===== src/rtl/vdec_hs_sched.sv =====
// vdec_hs_sched: shares the single HS-SCCH/AGCH Viterbi decoder between
// HS-SCCH part1, HS-SCCH part2 and AGCH. One pending request is held per
// requester; jobs are issued with fixed priority part1 > part2 > agch, each
// supervised by a watchdog, and answered with a one-hot ack or tmo pulse.
//
// Decoder handshake: dec_start is a one-cycle pulse issued together with a
// new dec_mode value; the decoder answers with a one-cycle dec_done pulse
// carrying dec_crc_match. dec_done is only honoured while a job is in WAIT.
// A job that sees no dec_done within TIMEOUT WAIT cycles is aborted with a
// one-cycle dec_abort pulse.
module vdec_hs_sched #(
    parameter int TIMEOUT = 4096,
    parameter int CNT_W   = 16
) (
    input  logic       clk,
    input  logic       rst_n,
    input  logic [2:0] req,
    output logic [2:0] pending,
    output logic [2:0] req_ovf,
    output logic       dec_start,
    output logic [1:0] dec_mode,
    output logic       dec_abort,
    input  logic       dec_done,
    input  logic       dec_crc_match,
    output logic [2:0] ack,
    output logic [2:0] tmo,
    output logic       res_match,
    output logic       busy,
    output logic [1:0] fsm_out
);

    typedef enum logic [1:0] {
        IDLE  = 2'd0,
        WAIT  = 2'd1,
        DONE  = 2'd2,
        ABORT = 2'd3
    } state_t;

    localparam logic [CNT_W-1:0] CNT_LAST = CNT_W'(TIMEOUT - 1);

    state_t           state_q, state_d;
    logic [2:0]       pend_q;
    logic [2:0]       ovf_q;
    logic [2:0]       grant;
    logic [1:0]       job_q, job_d;
    logic [1:0]       mode_q;
    logic             start_q, start_d;
    logic [CNT_W-1:0] cnt_q;
    logic             res_q;

    // Next-state logic: priority grant in IDLE, done/watchdog decision in WAIT
    always_comb begin
        state_d = state_q;
        grant   = 3'b000;
        job_d   = job_q;
        start_d = 1'b0;
        case (state_q)
            IDLE: begin
                if (pend_q != 3'b000) begin
                    if (pend_q[0]) begin
                        grant = 3'b001;
                        job_d = 2'd0;
                    end else if (pend_q[1]) begin
                        grant = 3'b010;
                        job_d = 2'd1;
                    end else begin
                        grant = 3'b100;
                        job_d = 2'd2;
                    end
                    start_d = 1'b1;
                    state_d = WAIT;
                end
            end
            WAIT: begin
                // a completion arriving on the last watchdog cycle still counts
                if (dec_done) begin
                    state_d = DONE;
                end else if (cnt_q == CNT_LAST) begin
                    state_d = ABORT;
                end
            end
            DONE:    state_d = IDLE;
            ABORT:   state_d = IDLE;
            default: state_d = IDLE;
        endcase
    end

    // State, job and decoder-handshake registers
    always_ff @(posedge clk or negedge rst_n) begin
        if (!rst_n) begin
            state_q <= IDLE;
            job_q   <= 2'd0;
            mode_q  <= 2'b00;
            start_q <= 1'b0;
        end else begin
            state_q <= state_d;
            job_q   <= job_d;
            start_q <= start_d;
            if (start_d) begin
                mode_q <= job_d;
            end
        end
    end

    // Pending flags: a strobe on the grant edge re-arms the bit it clears
    always_ff @(posedge clk or negedge rst_n) begin
        if (!rst_n) begin
            pend_q <= 3'b000;
            ovf_q  <= 3'b000;
        end else begin
            pend_q <= (pend_q & ~grant) | req;
            ovf_q  <= req & pend_q & ~grant;
        end
    end

    // Watchdog counter, cleared on grant and advanced while waiting
    always_ff @(posedge clk or negedge rst_n) begin
        if (!rst_n) begin
            cnt_q <= '0;
        end else if (start_d) begin
            cnt_q <= '0;
        end else if (state_q == WAIT) begin
            cnt_q <= cnt_q + 1'b1;
        end
    end

    // CRC result capture; part1 has no CRC so it always reports a match
    always_ff @(posedge clk or negedge rst_n) begin
        if (!rst_n) begin
            res_q <= 1'b0;
        end else if (state_q == WAIT && dec_done) begin
            res_q <= (job_q == 2'd0) ? 1'b1 : dec_crc_match;
        end
    end

    assign pending   = pend_q;
    assign req_ovf   = ovf_q;
    assign dec_start = start_q;
    assign dec_mode  = mode_q;
    assign dec_abort = (state_q == ABORT);
    assign ack       = (state_q == DONE)  ? (3'b001 << job_q) : 3'b000;
    assign tmo       = (state_q == ABORT) ? (3'b001 << job_q) : 3'b000;
    assign res_match = res_q;
    assign busy      = (state_q != IDLE);
    assign fsm_out   = state_q;

endmodule


===== config.mk =====
export PLATFORM = sky130hd
export DESIGN_NAME = vdec_hs_sched
export DESIGN_NICKNAME = d
export VERILOG_FILES = /design/src/rtl/vdec_hs_sched.sv
export SDC_FILE = /design/constraint.sdc
export NUM_CORES = 1
export LEC_CHECK = 0
export CAP_MARGIN = 5
export CORE_MARGIN = 10
export CORE_UTILIZATION = 45
export DETAILED_ROUTE_END_ITERATION = 8
export PLACE_DENSITY = 0.74
export RECOVER_POWER = 25
export SETUP_SLACK_MARGIN = 0.4
export SYNTH_ARGS = -nofsm -noshare
export SYNTH_HDL_FRONTEND = slang
export SYNTH_SLANG_ARGS = --single-unit

===== constraint.sdc =====
create_clock -name clk -period 1.6 [get_ports clk]
set_clock_uncertainty 0.2 [all_clocks]
set_input_delay 0.24 -clock clk [delete_from_list [all_inputs] [get_ports clk]]
set_output_delay 0.24 -clock clk [all_outputs]
set_load 0.01 [all_outputs]

After elaboration in Yosys (flattened, before gate mapping)
Cells that the tools add are included.
- bits in registers: 30
- input bits: 7
- output and inout bits: 20
- logic and storage cells: 48
- reductions and logical operators: 8
- equal/unequal tests: 6
- mux-type cells: 19
- shift-type cells: 1
- add/subtract/negate cells: 1
- bitwise gates (word level): 5
- operators by type and width (cell ; count):
    $mux W16 ; 2
    $mux W3 ; 6
    $add A16 B1 Y16 const B ; 1
    $eq A16 B12 Y1 const B ; 1
    $mux W2 ; 7
    $and A3 B3 Y3 ; 3
    $pmux W2 S3 ; 1
    $eq A2 B2 Y1 const B ; 2
    $logic_not A2 Y1 ; 2
    $reduce_bool A2 Y1 ; 2
    $mux W1 ; 3
    $ne A3 B3 Y1 const B ; 1
    $not A3 Y3 ; 1
    $or A3 B3 Y3 ; 1
    $reduce_bool A3 Y1 ; 1
    $shl A1 B2 Y3 const A ; 1
    $eq A2 B1 Y1 const B ; 1
    $ne A2 B2 Y1 const B ; 1
    $reduce_and A2 Y1 ; 1
    $reduce_or A2 Y1 ; 1
    $logic_and A1 B1 Y1 ; 1

Longest topological paths before layout
Gate-level depths: netlist (run 1).
- depth in word-level cells: 7
- depth in mapped cells: 5
- depth with buffers taken out: 5

Worst setup path after synthesis (run 1)
OpenSTA, ideal clock, no wires.
- kind: reg2reg
- start: register pend_q[1], in the netlist pending[1]
- end: register cnt_q[9]
- data arrival time: 1.388 ns
- path buffers: 0
- required time: 1.334 ns
- library setup time: 0.066 ns
- setup slack: -0.054 ns
- period minus slack after synthesis: 1.654 ns
- stages on the path, launching flop included: 6
- cell sequence: dfrtp_1 nor3_2 nand2b_4 inv_2 or4_1 nand2_1
- longest elaborated chain between the ends: 4
- elaborated cells between the ends (all ways): 5
- classes of those cells: mux (3); reduce/logical (2)
- RTL lines (element ; line ; RTL):
    start: declaration ; 42 ; logic [2:0] pend_q;
    start signal: assignment ; 111 ; pend_q <= (pend_q & ~grant) | req;
    $reduce_bool A3 Y1 * ; 59 ; if (pend_q != 3'b000) begin
    $mux W1 * ; 59 ;
    $mux W1 * ; 57 ; case (state_q)
    via start_d ; 47 ; logic start_q, start_d;
    $mux W16 / $reduce_bool A2 Y1 (equally long branches) ; - ;
    end signal: assignment ; 123 ; cnt_q <= cnt_q + 1'b1;
    end: declaration ; 48 ; logic [CNT_W-1:0] cnt_q;
The timed path passes the listed nets; every way through them passes the cells marked *.
A chain may end at the register's enable or synchronous reset.

Worst setup path after layout (run 1)
- start: register state_q[1], in the netlist fsm_out[1]
- end: register cnt_q[9]
- longest elaborated chain between the ends: 3
- elaborated cells between the ends (all ways): 5
- classes of those cells: eq/ne (1); mux (2); reduce/logical (2)
- RTL lines (element ; line ; RTL):
    start: declaration ; 41 ; state_t state_q, state_d;
    start signal: assignment ; 96 ; state_q <= state_d;
    $logic_not A2 Y1 ; 57 ;
    $mux W1 ; 57 ;
    $mux W16 / $reduce_bool A2 Y1 (equally long branches) ; - ;
Parallel ways exist; a longest one is shown, timed or not.

==> results of run 1 <==
timing repair:
action                                 4_1_cts  5_1_grt
pin swaps                                    3        7
resized for setup                          121       13
setup endpoints to repair                   50       50
endpoints found under the hold margin        0        0
setup buffers                               16        3
power by group through the flow:
| stage | logic (W) | registers, W | clock network (W) |
|---|---|---|---|
| global route | 0.00226 | 0.00110 | 0.000475 |
| CTS | 0.00198 | 0.00105 | 0.000435 |
| finish | 0.00210 | 0.00108 | 0.000425 |
| global placement | 0.00145 | 0.00106 | 0 |
| detailed placement | 0.00149 | 0.00107 | 0 |
| floorplan | 0.000626 | 0.00115 | 0 |
flip-flops by register name, indices dropped and copies added (netlist names):
name,count
pending,3
req_ovf,3
res_match,1
fsm_out,2
job_q,2
cnt_q,16
dec_start,1
dec_mode,2
per-layer routing:
layer / part of all wire / wire, um / up-vias / track usage
li1: - / - / 652 / -
met1: 0.40 / 1620 / 636 / 0.163
met2: 0.53 / 2160 / 35 / 0.275
met3: 0.063 / 258 / 6 / 0.0586
met4: 0.011 / 44 / 0 / 0.0784
met5: 0 / 0 / - / 0
per-stage QoR:
step	setup TNS [ns]	utilization
CTS	-0.597	0.729
finish	-0.692	0.748
global placement	-0.460	0.646
global route	-1.77	0.748
detailed placement	-0.821	0.646
floorplan	-0.00523	-
area by class of cell:
cell class	instances	area, um2	area share
multi-input cells	105	795	0.351
repair buffers	66	581	0.256
flip-flops and latches	30	758	0.335
clock buffers	8	48.8	0.0215
inverters	7	28.8	0.0127
well taps	44	55.1	0.0243
worst register-to-register path, stage by stage, from the launching register on:
cell	delay, ns
sky130_fd_sc_hd__dfrtp_2	0.44
sky130_fd_sc_hd__buf_6	0.12
sky130_fd_sc_hd__and4b_2	0.31
sky130_fd_sc_hd__nand3_4	0.09
sky130_fd_sc_hd__or4_1	0.41
sky130_fd_sc_hd__nand2_1	0.08
cells by family after synthesis:
logic type      synth area share
xor+xnor                  0.0125
flops                      0.536
buf+inv                   0.0241
compound gates             0.122
mux                       0.0286
simple gates               0.268
fa+ha+maj                0.00894
placed cells by master, fill, tap and decap left out, drive strengths merged, types with 3 or more instances in the layout:
cell            n
nand4           5
nor2           18
o211ai          3
dfrtp          30
o21ai          12
inv             7
nor2b           3
clkdlybuf4s50   5
o31ai           3
nor3            3
nand2b          4
nand3           8
nand2          17
clkbuf          9
a21oi           7
mux2i           4
buf            59
final timing paths:
kind	endpoint	slack, ns	cells after the start
min	req_ovf[1]	0.24	3
max in group asynchronous	pending[0]	0.37	2
max reg2reg	cnt_q[9]	-0.10	5
min in group asynchronous	dec_start	0.31	2
max	cnt_q[9]	-0.10	5
min reg2reg	cnt_q[15]	0.27	1
==> results_dict.tcl, run 1 <==
set metrics [dict create \
    fin_total_pwr_w 0.00360 \
    fraction_of_registers_with_async_set_or_reset_after_synthesis 1.00 \
    synth_nets 152 \
    synth-edff-count 0 \
    worst_hold_slack_ns 0.238 \
    synth_seq_cells 30 \
    power-per-cell-area_nw_per_um2 1590 \
    grt_antenna_before_repair 0 \
    syn2layout_area_growth_pct 61.8 \
    power.leakage_nw 1.04 \
    worst_skew_pair.late_latency_ns 0.33 \
    synth_top_area_cell "sky130_fd_sc_hd__dfrtp_1" \
    clkSinkCount 30 \
    iteration_0_drc_markers 97 \
    setup.worst_path.start "fsm_out[1]" \
    synth.cell_area_um2 1400 \
    cts_max_path_buffers 2 \
    via_count_of_the_first_global_routing_pass 1487 \
    yosys_warnings 0 \
    buffer_ports.inserted 26 \
    combPwrFrac 0.582 \
    tritoncts "yes" \
    floorplan.die_area_um2 5740 \
    layout-drive-gt1-share 0.505 \
    regToRegStartpoint "fsm_out[1]" \
    final_routed_drc_violation_total 0 \
    outcome "complete, but fails checks" \
    post_detailed_placement_half_perimeter_wirelength_mm 2.67 \
    synth_cell_type_count 34 \
    detail_route.wirelength_mm 4.09 \
    number_of_violations_of_the_max_capacitance_limit 0 \
    biggest_cell_delay_along_the_critical_path_ns 0.44 \
    achievable-frequency_mhz 587 \
    synth_cells 144 \
    synth.yosys.seq_area_share 0.536 \
    yosys.area.top_type_share 0.536 \
    synthMostInstantiatedCell "sky130_fd_sc_hd__dfrtp_1" \
    net-switching-power_w 0.00139 \
    wl_per_cell_um 15.7 \
    drt-pass1-iter-count 4 \
    fp.dieH_um 75.8 \
    type_of_element_capturing_the_critical_path "register" \
    track_usage 0.158 \
    row_count 20 \
    power.share.sequential 0.300 \
    holdBufCountCts 0 \
    grt_first_pass_wirelength_mm 6.88 \
    final.period_utilization 1.06 \
    nNetsFinal 223 \
    post_synth_main_area_contributors "sky130_fd_sc_hd__dfrtp_1 54%, sky130_fd_sc_hd__nand2_1 4.6%, sky130_fd_sc_hd__nor2_1 4.6%, sky130_fd_sc_hd__o21ai_0 4.3%, sky130_fd_sc_hd__mux2i_1 2.9%" \
    placed_cell_area_um2 1960 \
    failed_checks "negative setup slack" \
    internal_power_w 0.00221 \
    num_vias 1329 \
    finalInstanceArea_um2 2270 \
    ys_dominant_reg_cell "sky130_fd_sc_hd__dfrtp_1" \
    critical_path_class "reg -> reg" \
    synth_commonest_cells "30 x sky130_fd_sc_hd__dfrtp_1, 17 x sky130_fd_sc_hd__nand2_1, 17 x sky130_fd_sc_hd__nor2_1" \
    dp.cells 233 \
    ir_drop_mv 1.31 \
    place_congestion 0.799 \
    ant_nets 0 \
    clock-root-buffer "sky130_fd_sc_hd__clkbuf_4" \
    slew_headroom 0.509 \
    origin_of_the_worst_min_delay_path "req[1]" \
    final.min_clock_period_ns 1.70 \
    setup_slack_ns -0.103 \
    dp_slack_ns -0.137 \
    vias_per_cell 5.11 \
    clock_tree.htree_level_count 2 \
    die_width_um 75.8 \
    power.share.switching 0.387 \
    critical_path_peak_fanout 3 \
    fillCellCount 192 \
    tightestPinTransition_ns 0.736 \
    timing_hold_violations_final 0 \
    report.final.slew_viol_count 0 \
    core_area_um2 3030 \
    clkSlewWorstSetupHoldPaths_ns 0.09 \
    clock_buffers_created_by_tritoncts 5 \
    clockPowerShare 0.118 \
    critical_path.slowest_cell "sky130_fd_sc_hd__dfrtp_2" \
    cp_arrival_ns 1.77 \
    holdCritPathClass "in -> reg" \
    cell_family_contributing_the_most_delay_on_the_critical_path "simple AND/OR/NAND/NOR gates" \
    synthesized_area_divided_by_synthesized_cell_count_um2 9.72 \
    initial_core_util 0.462 \
    design.portCount 27 \
    overflow 0 \
    post_layout_nonfiller_instances 260 \
    grt_max_degree 31 \
    crit_start_category "register" \
    endpoints_failing_setup 16 \
    worst_ep_required_time_ns 1.67 \
    critical_path_buf_inv_count 1 \
    antenna-diode-count 0 \
    rsz0062_at_grt "yes" \
    worstPathCellList "buf_6 -> and4b_2 -> nand3_4 -> or4_1 -> nand2_1" \
]
Note: power is estimated with default switching activity, not from simulation.
==> run 2: changes to the inputs <==
--- a/config.mk
+++ b/config.mk
@@ -9,9 +9,10 @@
 export CORE_MARGIN = 10
 export CORE_UTILIZATION = 45
 export DETAILED_ROUTE_END_ITERATION = 8
+export GPL_ROUTABILITY_DRIVEN = 0
 export PLACE_DENSITY = 0.74
 export RECOVER_POWER = 25
-export SETUP_SLACK_MARGIN = 0.4
+export SETUP_SLACK_MARGIN = 0.1
 export SYNTH_ARGS = -nofsm -noshare
 export SYNTH_HDL_FRONTEND = slang
 export SYNTH_SLANG_ARGS = --single-unit
==> run 2 against run 1 <==
Critical path depth up 1. Final cell count is 1.2% lower. Register-to-register slack got worse by 0.05 ns. Highest routed layer unchanged. Design area shrank 2.0%. The run still ends with negative setup slack left.
==> results_dict.tcl, run 2 (synthesis gave the netlist of run 1 again) <==
set metrics [dict create \
    setup.worst_path.start "fsm_out[1]" \
    clock_tree.htree_level_count 2 \
    clock-root-buffer "sky130_fd_sc_hd__clkbuf_4" \
    final.period_utilization 1.10 \
    crit_cells 6 \
    nNetsFinal 220 \
    failed_checks "negative setup slack" \
    reg2reg_depth 6 \
    post_layout_nonfiller_instances 257 \
    fp.dieH_um 75.8 \
    grt_max_degree 31 \
    clkSinkCount 30 \
    timing_hold_violations_final 0 \
    tritoncts "yes" \
    net-switching-power_w 0.00132 \
    holdBufCountCts 0 \
    die_width_um 75.8 \
    final_routed_drc_violation_total 0 \
    r2r_end "cnt_q[9]" \
    wl_per_cell_um 15.3 \
    via_count_of_the_first_global_routing_pass 1348 \
    overflow 0 \
    grt_antenna_before_repair 0 \
    final_core_utilization 0.733 \
    clockPowerShare 0.130 \
    rsz0062_at_grt "yes" \
    worst_skew_pair.late_latency_ns 0.34 \
    syn2layout_area_growth_pct 58.6 \
    regMostFlops "cnt_q" \
    critical_path_class "reg -> reg" \
    area.sequential_um2 758 \
    vias_per_cell 5.25 \
    critical_path_buf_inv_count 2 \
    design.portCount 27 \
    row_count 20 \
    core_area_um2 3030 \
    num_vias 1348 \
    biggest_cell_delay_along_the_critical_path_ns 0.45 \
    crit_start_category "register" \
    post_detailed_placement_half_perimeter_wirelength_mm 2.53 \
    antenna-diode-count 0 \
    floorplan.die_area_um2 5740 \
    final.min_clock_period_ns 1.76 \
    clkSlewWorstSetupHoldPaths_ns 0.11 \
    cell_family_contributing_the_most_delay_on_the_critical_path "simple AND/OR/NAND/NOR gates" \
    achievable-frequency_mhz 569 \
    buffer_ports.inserted 26 \
    layout-drive-gt1-share 0.460 \
    power-per-cell-area_nw_per_um2 1520 \
    slew_headroom 0.498 \
    internal_power_w 0.00207 \
    combPwrFrac 0.555 \
    fin_total_pwr_w 0.00338 \
    track_usage 0.135 \
    worstPathCellList "buf_6 -> and4b_2 -> nand3_4 -> buf_4 -> o211ai_1 -> nand2_2" \
    dp.cells 236 \
    outcome "complete, but fails checks" \
    type_of_element_capturing_the_critical_path "register" \
    cp_arrival_ns 1.77 \
    largest_reg_flops 16 \
    mostFrequentLayoutCells "25 x sky130_fd_sc_hd__buf_4, 24 x sky130_fd_sc_hd__dfrtp_1, 16 x sky130_fd_sc_hd__buf_6" \
    critical_path.slowest_cell "sky130_fd_sc_hd__dfrtp_2" \
    cts_max_path_buffers 2 \
    power.leakage_nw 1.02 \
    layout_commonest_cell "sky130_fd_sc_hd__buf_4" \
    clock_buffers_created_by_tritoncts 5 \
    multi_input_logic_area_um2 779 \
    number_of_violations_of_the_max_capacitance_limit 0 \
    worst_ep_required_time_ns 1.62 \
    r2r_slack_ns -0.16 \
    setup_slack_ns -0.157 \
    tightestPinTransition_ns 0.753 \
    grt_first_pass_wirelength_mm 5.96 \
    fillCellCount 220 \
    ir_drop_mv 1.12 \
    regToRegStartpoint "fsm_out[1]" \
    ant_nets 0 \
    drt-pass1-iter-count 4 \
    power.share.switching 0.390 \
    holdCritPathClass "in -> reg" \
    endpoints_failing_setup 14 \
    detail_route.wirelength_mm 3.94 \
    worst_setup_path_endpoint "cnt_q[9]" \
    report.final.slew_viol_count 0 \
    initial_core_util 0.462 \
    power.share.sequential 0.315 \
    critical_path_peak_fanout 4 \
    iteration_0_drc_markers 74 \
]
-- run 2: changes by cell type in the layout (fill, tap and decap cells not counted), sizes merged --
cell / change
or2b: +1
buf: -13
dlygate4sd2: +8
clkinv: +2
clkbuf: -1
-- run 2: area by class of cell --
type / count / area share
sequential: 30 / 0.341
multi-input combinational: 106 / 0.351
inverter: 7 / 0.0130
timing repair buffer: 62 / 0.247
tap: 44 / 0.0248
clock buffer: 6 / 0.0186
clock inverter: 2 / 0.00451
-- run 2: how the worst min path moves through the flow --
stage	startpoint	end	slack [ns]	cells after the start
detailed placement	cnt_q[15]	cnt_q[15]	0.27	1
finish	req[1]	req_ovf[1]	0.23	3
floorplan	rst_n	cnt_q[0]	-0.26	0
CTS	rst_n	req_ovf[0]	0.06	2
global route	req[1]	pending[1]	0.25	3
global placement	cnt_q[15]	cnt_q[15]	0.25	1
-- run 2: power groups by stage --
| stage | Clock, W | Sequential [W] | Combinational [W] |
|---|---|---|---|
| floorplan | 0 | 0.00114 | 0.000528 |
| global placement | 0 | 0.00106 | 0.00134 |
| detailed placement | 0 | 0.00106 | 0.00138 |
| CTS | 0.000436 | 0.00105 | 0.00147 |
| global route | 0.000480 | 0.00109 | 0.00203 |
| finish | 0.000441 | 0.00107 | 0.00188 |
-- run 2: tightest hold or removal path, stage by stage --
cell and delay, ns:
sky130_fd_sc_hd__clkdlybuf4s50_1 0.39, sky130_fd_sc_hd__inv_1 0.07, sky130_fd_sc_hd__nor2_1 0.05
-- run 2: repair_timing --
| action | in CTS | in global routing |
|---|---|---|
| buffers inserted | 4 | 9 |
| resized for setup | 67 | 51 |
| setup endpoints to repair | 38 | 36 |
| gates cloned | 1 | 0 |
| pin swaps | 6 | 12 |
-- run 2: metrics by stage --
stage | setup slack, ns | hold slack (ns) | instance area (um2) | setup TNS [ns]
finish | -0.157 | 0.235 | 2220 | -0.957
CTS | -0.148 | 0.0557 | 2040 | -1.31
floorplan | -0.00558 | -0.256 | 1420 | -0.00558
global route | -0.204 | 0.253 | 2220 | -1.79
detailed placement | -0.144 | 0.272 | 1930 | -0.662
global placement | -0.0740 | 0.254 | 1930 | -0.303
-- run 2: per-layer routing --
layer  vias to the layer above  global-route usage  part of all wire
met3                         9              0.0599             0.052
met1                       661               0.143              0.38
li1                        650                   -                 -
met5                         -                   0                 0
met4                         0              0.0351             0.012
met2                        28               0.238              0.55
